<file path="src/rtl/player_life_ctrl_pkg.sv">
// rtl/player_life_ctrl_pkg.sv - shared types and widths for the player life controller
package player_life_ctrl_pkg;

  localparam int LIVES_W     = 3;
  localparam int FRAME_CNT_W = 10;

  typedef enum logic [2:0] {
    IDLE_ST,
    PLAY_ST,
    HIT_ST,
    RESPAWN_ST,
    INVULN_ST,
    GAMEOVER_ST
  } state_e;

  function automatic bit is_pow2(int v);
    return (v > 0) && ((v & (v - 1)) == 0);
  endfunction

endpackage

</file>
<file path="src/rtl/player_life_ctrl_if.sv">
// rtl/player_life_ctrl_if.sv - game-event inputs and player-status outputs of the life controller
interface player_life_ctrl_if;

  logic                                      startOfFrame;
  logic                                      start_game;
  logic                                      col_player_enemy;
  logic                                      col_player_star;
  logic [player_life_ctrl_pkg::LIVES_W-1:0]  lives;
  logic                                      GameOver;
  logic                                      star;
  logic                                      respawn;
  logic                                      invulnerable;
  logic                                      player_visible;

  modport master (
    output startOfFrame, start_game, col_player_enemy, col_player_star,
    input  lives, GameOver, star, respawn, invulnerable, player_visible
  );

  modport slave (
    input  startOfFrame, start_game, col_player_enemy, col_player_star,
    output lives, GameOver, star, respawn, invulnerable, player_visible
  );

endinterface

</file>
<file path="src/rtl/player_life_ctrl_frame_countdown.sv">
// rtl/player_life_ctrl_frame_countdown.sv - loadable down-counter stepped once per frame
// Load wins over a coincident frame tick; the count holds at zero.
module player_life_ctrl_frame_countdown
  import player_life_ctrl_pkg::*;
#(
  parameter int W = FRAME_CNT_W
) (
  input  logic         clk,
  input  logic         resetN,
  input  logic         load_i,
  input  logic [W-1:0] load_val_i,
  input  logic         start_of_frame_i,
  output logic [W-1:0] count_o,
  output logic         zero_o
);

  logic [W-1:0] count_q, count_d;

  always_comb begin
    count_d = count_q;
    if (load_i) begin
      count_d = load_val_i;
    end else if (start_of_frame_i && (count_q != '0)) begin
      count_d = count_q - W'(1);
    end
  end

  always_ff @(posedge clk or negedge resetN) begin
    if (!resetN) begin
      count_q <= '0;
    end else begin
      count_q <= count_d;
    end
  end

  assign count_o = count_q;
  assign zero_o  = (count_q == '0);

endmodule

</file>
<file path="src/rtl/player_life_ctrl.sv">
// rtl/player_life_ctrl.sv - sequences play, hit, respawn, invulnerability and game-over
// Optional PLAYER_STAR_TIMEOUT_EN: star power expires after STAR_FRAMES frames (sticky otherwise).
module player_life_ctrl
  import player_life_ctrl_pkg::*;
#(
  parameter int INITIAL_LIVES = 3,
  parameter int INVULN_FRAMES = 60,
  parameter int BLINK_PERIOD  = 4,
  parameter int STAR_FRAMES   = 300
) (
  input  logic               clk,
  input  logic               resetN,
  player_life_ctrl_if.slave  bus
);

  if (INITIAL_LIVES < 1 || INITIAL_LIVES > 7) begin : g_chk_lives
    $error("INITIAL_LIVES must be 1..7");
  end
  if (INVULN_FRAMES < 1 || INVULN_FRAMES > 1023) begin : g_chk_invuln
    $error("INVULN_FRAMES must be 1..1023");
  end
  if (BLINK_PERIOD < 2 || !is_pow2(BLINK_PERIOD)) begin : g_chk_blink
    $error("BLINK_PERIOD must be a power of 2, >= 2");
  end
  if (STAR_FRAMES < 1 || STAR_FRAMES > 1023) begin : g_chk_star
    $error("STAR_FRAMES must be 1..1023");
  end

  localparam int                     BLINK_W     = $clog2(BLINK_PERIOD);
  localparam logic [LIVES_W-1:0]     LIVES_INIT  = LIVES_W'(INITIAL_LIVES);
  localparam logic [FRAME_CNT_W-1:0] INVULN_LOAD = FRAME_CNT_W'(INVULN_FRAMES);
  localparam logic [BLINK_W-1:0]     BLINK_LAST  = BLINK_W'(BLINK_PERIOD - 1);

  state_e               state_q, state_d;
  logic [LIVES_W-1:0]   lives_q, lives_d;
  logic [BLINK_W-1:0]   blink_q, blink_d;
  logic                 star_q, star_d;
  logic                 visible_q, visible_d;
  logic                 armed_q, armed_d;

  logic                   frame_inv;
  logic                   inv_zero;
  logic [FRAME_CNT_W-1:0] inv_count;
  logic                   restart;
  logic                   pickup_ok;

  // Frame ticks only count in the state that owns the counter, so a tick on a transition edge is not carried over.
  assign frame_inv = bus.startOfFrame && (state_q == INVULN_ST);

  player_life_ctrl_frame_countdown #(.W(FRAME_CNT_W)) u_invuln_cnt (
    .clk              (clk),
    .resetN           (resetN),
    .load_i           (state_q == RESPAWN_ST),
    .load_val_i       (INVULN_LOAD),
    .start_of_frame_i (frame_inv),
    .count_o          (inv_count),
    .zero_o           (inv_zero)
  );

  assign restart = bus.start_game &&
                   ((state_q == IDLE_ST) || ((state_q == GAMEOVER_ST) && armed_q));

  // An enemy hit in PLAY_ST without star power takes precedence over a same-cycle pickup.
  assign pickup_ok = bus.col_player_star &&
                     (((state_q == PLAY_ST) && !(bus.col_player_enemy && !star_q)) ||
                      (state_q == INVULN_ST));

`ifdef PLAYER_STAR_TIMEOUT_EN
  localparam logic [FRAME_CNT_W-1:0] STAR_LOAD = FRAME_CNT_W'(STAR_FRAMES);

  logic                   star_zero;
  logic [FRAME_CNT_W-1:0] star_count;

  player_life_ctrl_frame_countdown #(.W(FRAME_CNT_W)) u_star_cnt (
    .clk              (clk),
    .resetN           (resetN),
    .load_i           (pickup_ok),
    .load_val_i       (STAR_LOAD),
    .start_of_frame_i (bus.startOfFrame && star_q),
    .count_o          (star_count),
    .zero_o           (star_zero)
  );

  a_star_range: assert property (@(posedge clk) disable iff (!resetN) star_count <= STAR_LOAD);
`endif

  always_ff @(posedge clk or negedge resetN) begin
    if (!resetN) begin
      state_q <= IDLE_ST;
    end else begin
      state_q <= state_d;
    end
  end

  always_comb begin
    state_d = state_q;
    case (state_q)
      IDLE_ST:     if (restart) state_d = RESPAWN_ST;
      PLAY_ST:     if (bus.col_player_enemy && !star_q) state_d = HIT_ST;
      HIT_ST:      state_d = (lives_q == LIVES_W'(1)) ? GAMEOVER_ST : RESPAWN_ST;
      RESPAWN_ST:  state_d = INVULN_ST;
      INVULN_ST:   if (inv_zero) state_d = PLAY_ST;
      GAMEOVER_ST: if (restart) state_d = RESPAWN_ST;
      default:     state_d = IDLE_ST;
    endcase
  end

  always_comb begin
    bus.lives          = lives_q;
    bus.star           = star_q;
    bus.player_visible = visible_q;
    bus.GameOver       = (state_q == GAMEOVER_ST);
    bus.respawn        = (state_q == RESPAWN_ST);
    bus.invulnerable   = (state_q == INVULN_ST);
  end

  always_comb begin
    lives_d   = lives_q;
    blink_d   = blink_q;
    visible_d = visible_q;
    star_d    = star_q;
    // Restart needs start_game seen low inside GAMEOVER_ST first, so a held key cannot restart.
    armed_d   = (state_q == GAMEOVER_ST) ? (armed_q || !bus.start_game) : 1'b0;

    if (restart) begin
      lives_d = LIVES_INIT;
    end else if ((state_q == HIT_ST) && (lives_q != '0)) begin
      lives_d = lives_q - LIVES_W'(1);
    end

    case (state_q)
      RESPAWN_ST: begin
        blink_d   = '0;
        visible_d = 1'b1;
      end
      INVULN_ST: begin
        if (inv_zero) begin
          visible_d = 1'b1;
        end else if (bus.startOfFrame) begin
          if (blink_q == BLINK_LAST) begin
            blink_d   = '0;
            visible_d = !visible_q;
          end else begin
            blink_d = blink_q + BLINK_W'(1);
          end
        end
      end
      GAMEOVER_ST: visible_d = 1'b1;
      default: ;
    endcase

    if (state_q == GAMEOVER_ST) begin
      star_d = 1'b0;
    end else if (pickup_ok) begin
      star_d = 1'b1;
    end
`ifdef PLAYER_STAR_TIMEOUT_EN
    else if (star_q && star_zero) begin
      star_d = 1'b0;
    end
`endif
  end

  always_ff @(posedge clk or negedge resetN) begin
    if (!resetN) begin
      lives_q   <= LIVES_INIT;
      blink_q   <= '0;
      visible_q <= 1'b1;
      star_q    <= 1'b0;
      armed_q   <= 1'b0;
    end else begin
      lives_q   <= lives_d;
      blink_q   <= blink_d;
      visible_q <= visible_d;
      star_q    <= star_d;
      armed_q   <= armed_d;
    end
  end

  a_no_underflow: assert property (@(posedge clk) disable iff (!resetN)
                                   (state_q == HIT_ST) |-> (lives_q != '0));
  a_invuln_range: assert property (@(posedge clk) disable iff (!resetN)
                                   inv_count <= INVULN_LOAD);

endmodule

</file>
<file path="src/flat_wrapper.sv">
// flat-port wrapper written by rule: the top's interface ports become plain ports
module player_life_ctrl_flat import player_life_ctrl_pkg::*;
#(
  parameter int INITIAL_LIVES = 3,
  parameter int INVULN_FRAMES = 60,
  parameter int BLINK_PERIOD  = 4,
  parameter int STAR_FRAMES   = 300
)
  (clk, resetN, bus_startOfFrame, bus_start_game, bus_col_player_enemy, bus_col_player_star, bus_lives, bus_GameOver, bus_star, bus_respawn, bus_invulnerable, bus_player_visible);
  player_life_ctrl_if bus_i ();
  input  logic clk;
  input  logic resetN;
  input wire logic [$bits(bus_i.startOfFrame)-1:0] bus_startOfFrame;
  input wire logic [$bits(bus_i.start_game)-1:0] bus_start_game;
  input wire logic [$bits(bus_i.col_player_enemy)-1:0] bus_col_player_enemy;
  input wire logic [$bits(bus_i.col_player_star)-1:0] bus_col_player_star;
  output wire logic [$bits(bus_i.lives)-1:0] bus_lives;
  output wire logic [$bits(bus_i.GameOver)-1:0] bus_GameOver;
  output wire logic [$bits(bus_i.star)-1:0] bus_star;
  output wire logic [$bits(bus_i.respawn)-1:0] bus_respawn;
  output wire logic [$bits(bus_i.invulnerable)-1:0] bus_invulnerable;
  output wire logic [$bits(bus_i.player_visible)-1:0] bus_player_visible;
  assign bus_i.startOfFrame = bus_startOfFrame;
  assign bus_i.start_game = bus_start_game;
  assign bus_i.col_player_enemy = bus_col_player_enemy;
  assign bus_i.col_player_star = bus_col_player_star;
  assign bus_lives = bus_i.lives;
  assign bus_GameOver = bus_i.GameOver;
  assign bus_star = bus_i.star;
  assign bus_respawn = bus_i.respawn;
  assign bus_invulnerable = bus_i.invulnerable;
  assign bus_player_visible = bus_i.player_visible;
  player_life_ctrl #(.INITIAL_LIVES(INITIAL_LIVES), .INVULN_FRAMES(INVULN_FRAMES), .BLINK_PERIOD(BLINK_PERIOD), .STAR_FRAMES(STAR_FRAMES)) u_core (.clk(clk), .resetN(resetN), .bus(bus_i));
endmodule
</file>
<file path="config.mk">
export PLATFORM = sky130hd
export DESIGN_NAME = player_life_ctrl_flat
export DESIGN_NICKNAME = d
export VERILOG_FILES = /design/src/rtl/player_life_ctrl_pkg.sv /design/src/rtl/player_life_ctrl_if.sv /design/src/rtl/player_life_ctrl_frame_countdown.sv /design/src/rtl/player_life_ctrl.sv /design/src/flat_wrapper.sv
export SDC_FILE = /design/constraint.sdc
export NUM_CORES = 1
export LEC_CHECK = 0
export ABC_AREA = 1
export ABC_CLOCK_PERIOD_IN_PS = 1650
export BUFFER_PORTS_ARGS = -buffer_cell sky130_fd_sc_hd__buf_4
export CORE_UTILIZATION = 35
export CTS_CLUSTER_SIZE = 10
export DETAILED_ROUTE_END_ITERATION = 10
export MAX_ROUTING_LAYER = met4
export PLACE_DENSITY_LB_ADDON = 0.3
export SETUP_SLACK_MARGIN = 0.5
export SLEW_MARGIN = 0
export SYNTH_ARGS = -nofsm -noshare
export SYNTH_HDL_FRONTEND = slang
export SYNTH_HIERARCHICAL = 1
export SYNTH_SLANG_ARGS = --single-unit
export TNS_END_PERCENT = 10
</file>
<file path="constraint.sdc">
create_clock -name clk -period 1.65 [get_ports clk]
set_input_delay 0.495 -clock clk [delete_from_list [all_inputs] [get_ports clk]]
set_output_delay 0.495 -clock clk [all_outputs]
set_load 0.005 [all_outputs]
</file>
==> flow_summary.yaml <==
status:
  status: "finished clean"
synthesis:
  synth_top_area_cell: "dfrtp_1"
  syn_area_per_cell_sq_um: 6.84
  yosysSeqAreaShare_pct: 36.7
  synthSimpleGateAreaFrac_pct: 39.7
  synth-xor-area-share_pct: 0.607
  synth_area_sq_mm: 0.00144
  synthFlopType: "dfrtp_1"
  synth_fa_ha_area_share_pct: 4.34
  yosysUniqueCellTypes: 27
  synthArstFlopShare_pct: 100
  synth_mux_area_share_pct: 0
  yosys.area.top_type_share_pct: 31.2
  synth-compound-area-share_pct: 9.54
  synth.area.top_cells: "dfrtp_1 31%, nand2_1 19%, nand3_1 6.9%"
  synth_cells: 211
  synth_common_cells: "73 x nand2_1, 25 x inv_1, 20 x nand3_1"
  synth_top_family_by_area: "simple AND/OR/NAND/NOR gates"
  ys_seq_elements: 21
  yosysWarningCount: 6
  synth-edff-count: 0
  synth.most_common_cell: "nand2_1"
global_route:
  first_global_vias: 1198
  grt_pass1_wl_um: 5460
  overflow: 0
  antenna_found_initial: 0
  grt_max_degree: 22
  track_usage_pct: 16.8
worst_setup_path:
  path_cells: "inv_2, nand2_4, nor2_4, buf_6"
  cp-start-kind: "flop"
  cp_slowest_cell: "dfrtp_2"
  slowest_delay_ns: 0.47
  worstPathArrival_ns: 1.12
  path_class: "reg -> out"
  end_kind: "output port"
  cpLargestDelayFamily: "flip-flops"
  cp_num_buf_inv: 2
  critPathRequiredTime_ns: 1.15
  critPathMaxFanout: 5
cts:
  cts_hold_buf: 0
  cts-root-buf: "clkbuf_8"
  cts_tree: "yes"
  clk_latency_ns: 0.26
  cts_buffer_depth: 2
  h-tree-depth: 1
  path_clk_slew_ns: 0.08
  cts_made_buffers: 3
  cts.sinks: 21
routing:
  vias: 1379
  antenna_left: 0
  wl_met3_um: 152
  post_drt_via_cell_ratio: 4.69
  wl_met2_um: 1510
  finalWirelength_um: 3340
  drt_pass1_iterations: 5
  wl_met1_um: 1610
  wl_per_cell_um: 11.4
  drt_iter0_drc: 71
  route.detailed.drc: 0
  route.top_layer_used: "met4"
final_layout:
  design_area_sq_mm: 0.00194
  multi_input_area_sq_um: 963
  nFillCells: 381
  syn2layout_area_growth_pct: 34.6
  nets: 258
  regArea_sq_um: 532
  fin_util_pct: 51.1
  drive_gt1_share_pct: 34.1
  antenna_cells: 0
sta:
  drv_slew: 0
  min_period_ns: 1.62
  worst_clock_skew_ns: 0.00322
  max_freq_mhz: 619
  hold_violations: 0
  min_period_over_period_pct: 97.9
  rsz0062_at_grt: "true"
  finalSetupViolCount: 0
die:
  io_pins: 14
  die-width_um: 66.2
  dieArea_sq_mm: 0.00438
  initial_core_util_pct: 38.0
  die_h_um: 66.2
  fp-row-count: 22
  core_area_sq_mm: 0.00380
job:
  timing.max_cap.violations: 0
placement:
  gp_congestion: 0.847
  port_buffers: 13
  dpl_cell_area_sq_mm: 0.00167
  dp_hpwl_um: 2270
pwr:
  ir_worst_vdd_v: 0.000813
  leakage_nw: 0.971
  power_density_mw_per_mm2: 1900
hold_path:
  hp-class: "in -> async"
metrics by stage:
stage | cells | hold slack (ns) | total power, W | setup slack, ns | setup TNS, ns
after floorplan | 219 | 0.199 | 0.00238 | 0.287 | 0
after global placement | 282 | 0.408 | 0.00284 | 0.106 | 0
after detailed placement | 282 | 0.406 | 0.00284 | 0.0924 | 0
after CTS | 292 | 0.116 | 0.00334 | 0.0429 | 0
after global routing | 294 | 0.120 | 0.00405 | -0.0154 | -0.0436
final | 294 | 0.111 | 0.00369 | 0.0341 | 0
final timing paths:
| kind | start | endpoint | slack, ns | cells past startpoint |
|---|---|---|---|---|
| setup reg to reg | u_core/u_invuln_cnt/count_o[0] | u_core/state_q[2] | 0.11 | 11 |
| hold / removal | resetN | u_core/u_invuln_cnt/count_o[7] | 0.11 | 1 |
| max in group asynchronous | resetN | u_core/bus.lives[0] | 1.26 | 1 |
| min in group clk | bus_start_game | u_core/armed_q | 0.42 | 2 |
| hold reg to reg | u_core/blink_q[1] | u_core/blink_q[1] | 0.49 | 2 |
| setup / recovery | u_core/state_q[1] | bus_invulnerable | 0.03 | 4 |
sequential cells by signal, indices dropped and copies added (netlist names):
signal	cells
u_core/bus.star	1
u_core/u_invuln_cnt/count_o	10
u_core/blink_q	2
u_core/bus.lives	3
u_core/armed_q	1
u_core/state_q	3
u_core/bus.player_visible	1
layout by cell type (no fill, tap or decap), types with 2 or more instances in the layout:
cell and n:
nor2_2 4, nand4_1 2, dfrtp_1 16, nor2_1 12, inv_1 18, inv_2 9
buf_4 15, o21ai_2 6, a31oi_1 2, nand2_4 3, buf_6 10, nor2_4 6
o21ai_1 3, nand2_1 64, ha_1 3, conb_1 10, nand2_2 12, nand3b_1 3
o21ai_0 6, dfstp_2 3, a21oi_1 3, nand3_2 3, clkbuf_8 3, nand3_1 17
dfrtp_2 2
cell type report:
type	instances	share of cell area, %
multi-input cells	167	49.6
well taps	48	3.09
repair buffers	25	11.6
flip-flops and latches	21	27.4
clock buffers	4	2.32
inverters	29	5.99
where the power goes:
part	switching, W	internal [W]
Clock	0.000171	0.000172
Sequential	0.000253	0.000775
Combinational	0.00135	0.000975
Total	0.00177	0.00192
metal layers:
layer	vias up	GRT usage [%]
met5	-	-
met4	0	3.46
met2	31	24.0
met1	617	23.6
li1	725	-
met3	6	4.48
repair_timing:
item                       in CTS  in global routing
resized for setup               8                 41
pin swaps                       1                 18
setup endpoints to repair      27                 28
buffers inserted                6                  2
cell families after synthesis:
group	count (synthesis)
adders and majority gates	5
AOI/OAI and AO/OA	22
and+or+nand+nor	129
xor gates and xnor gates	1
other	2
buffers and inverters	31
DFF	21
No activity file was read; power rests on OpenSTA's default activity.
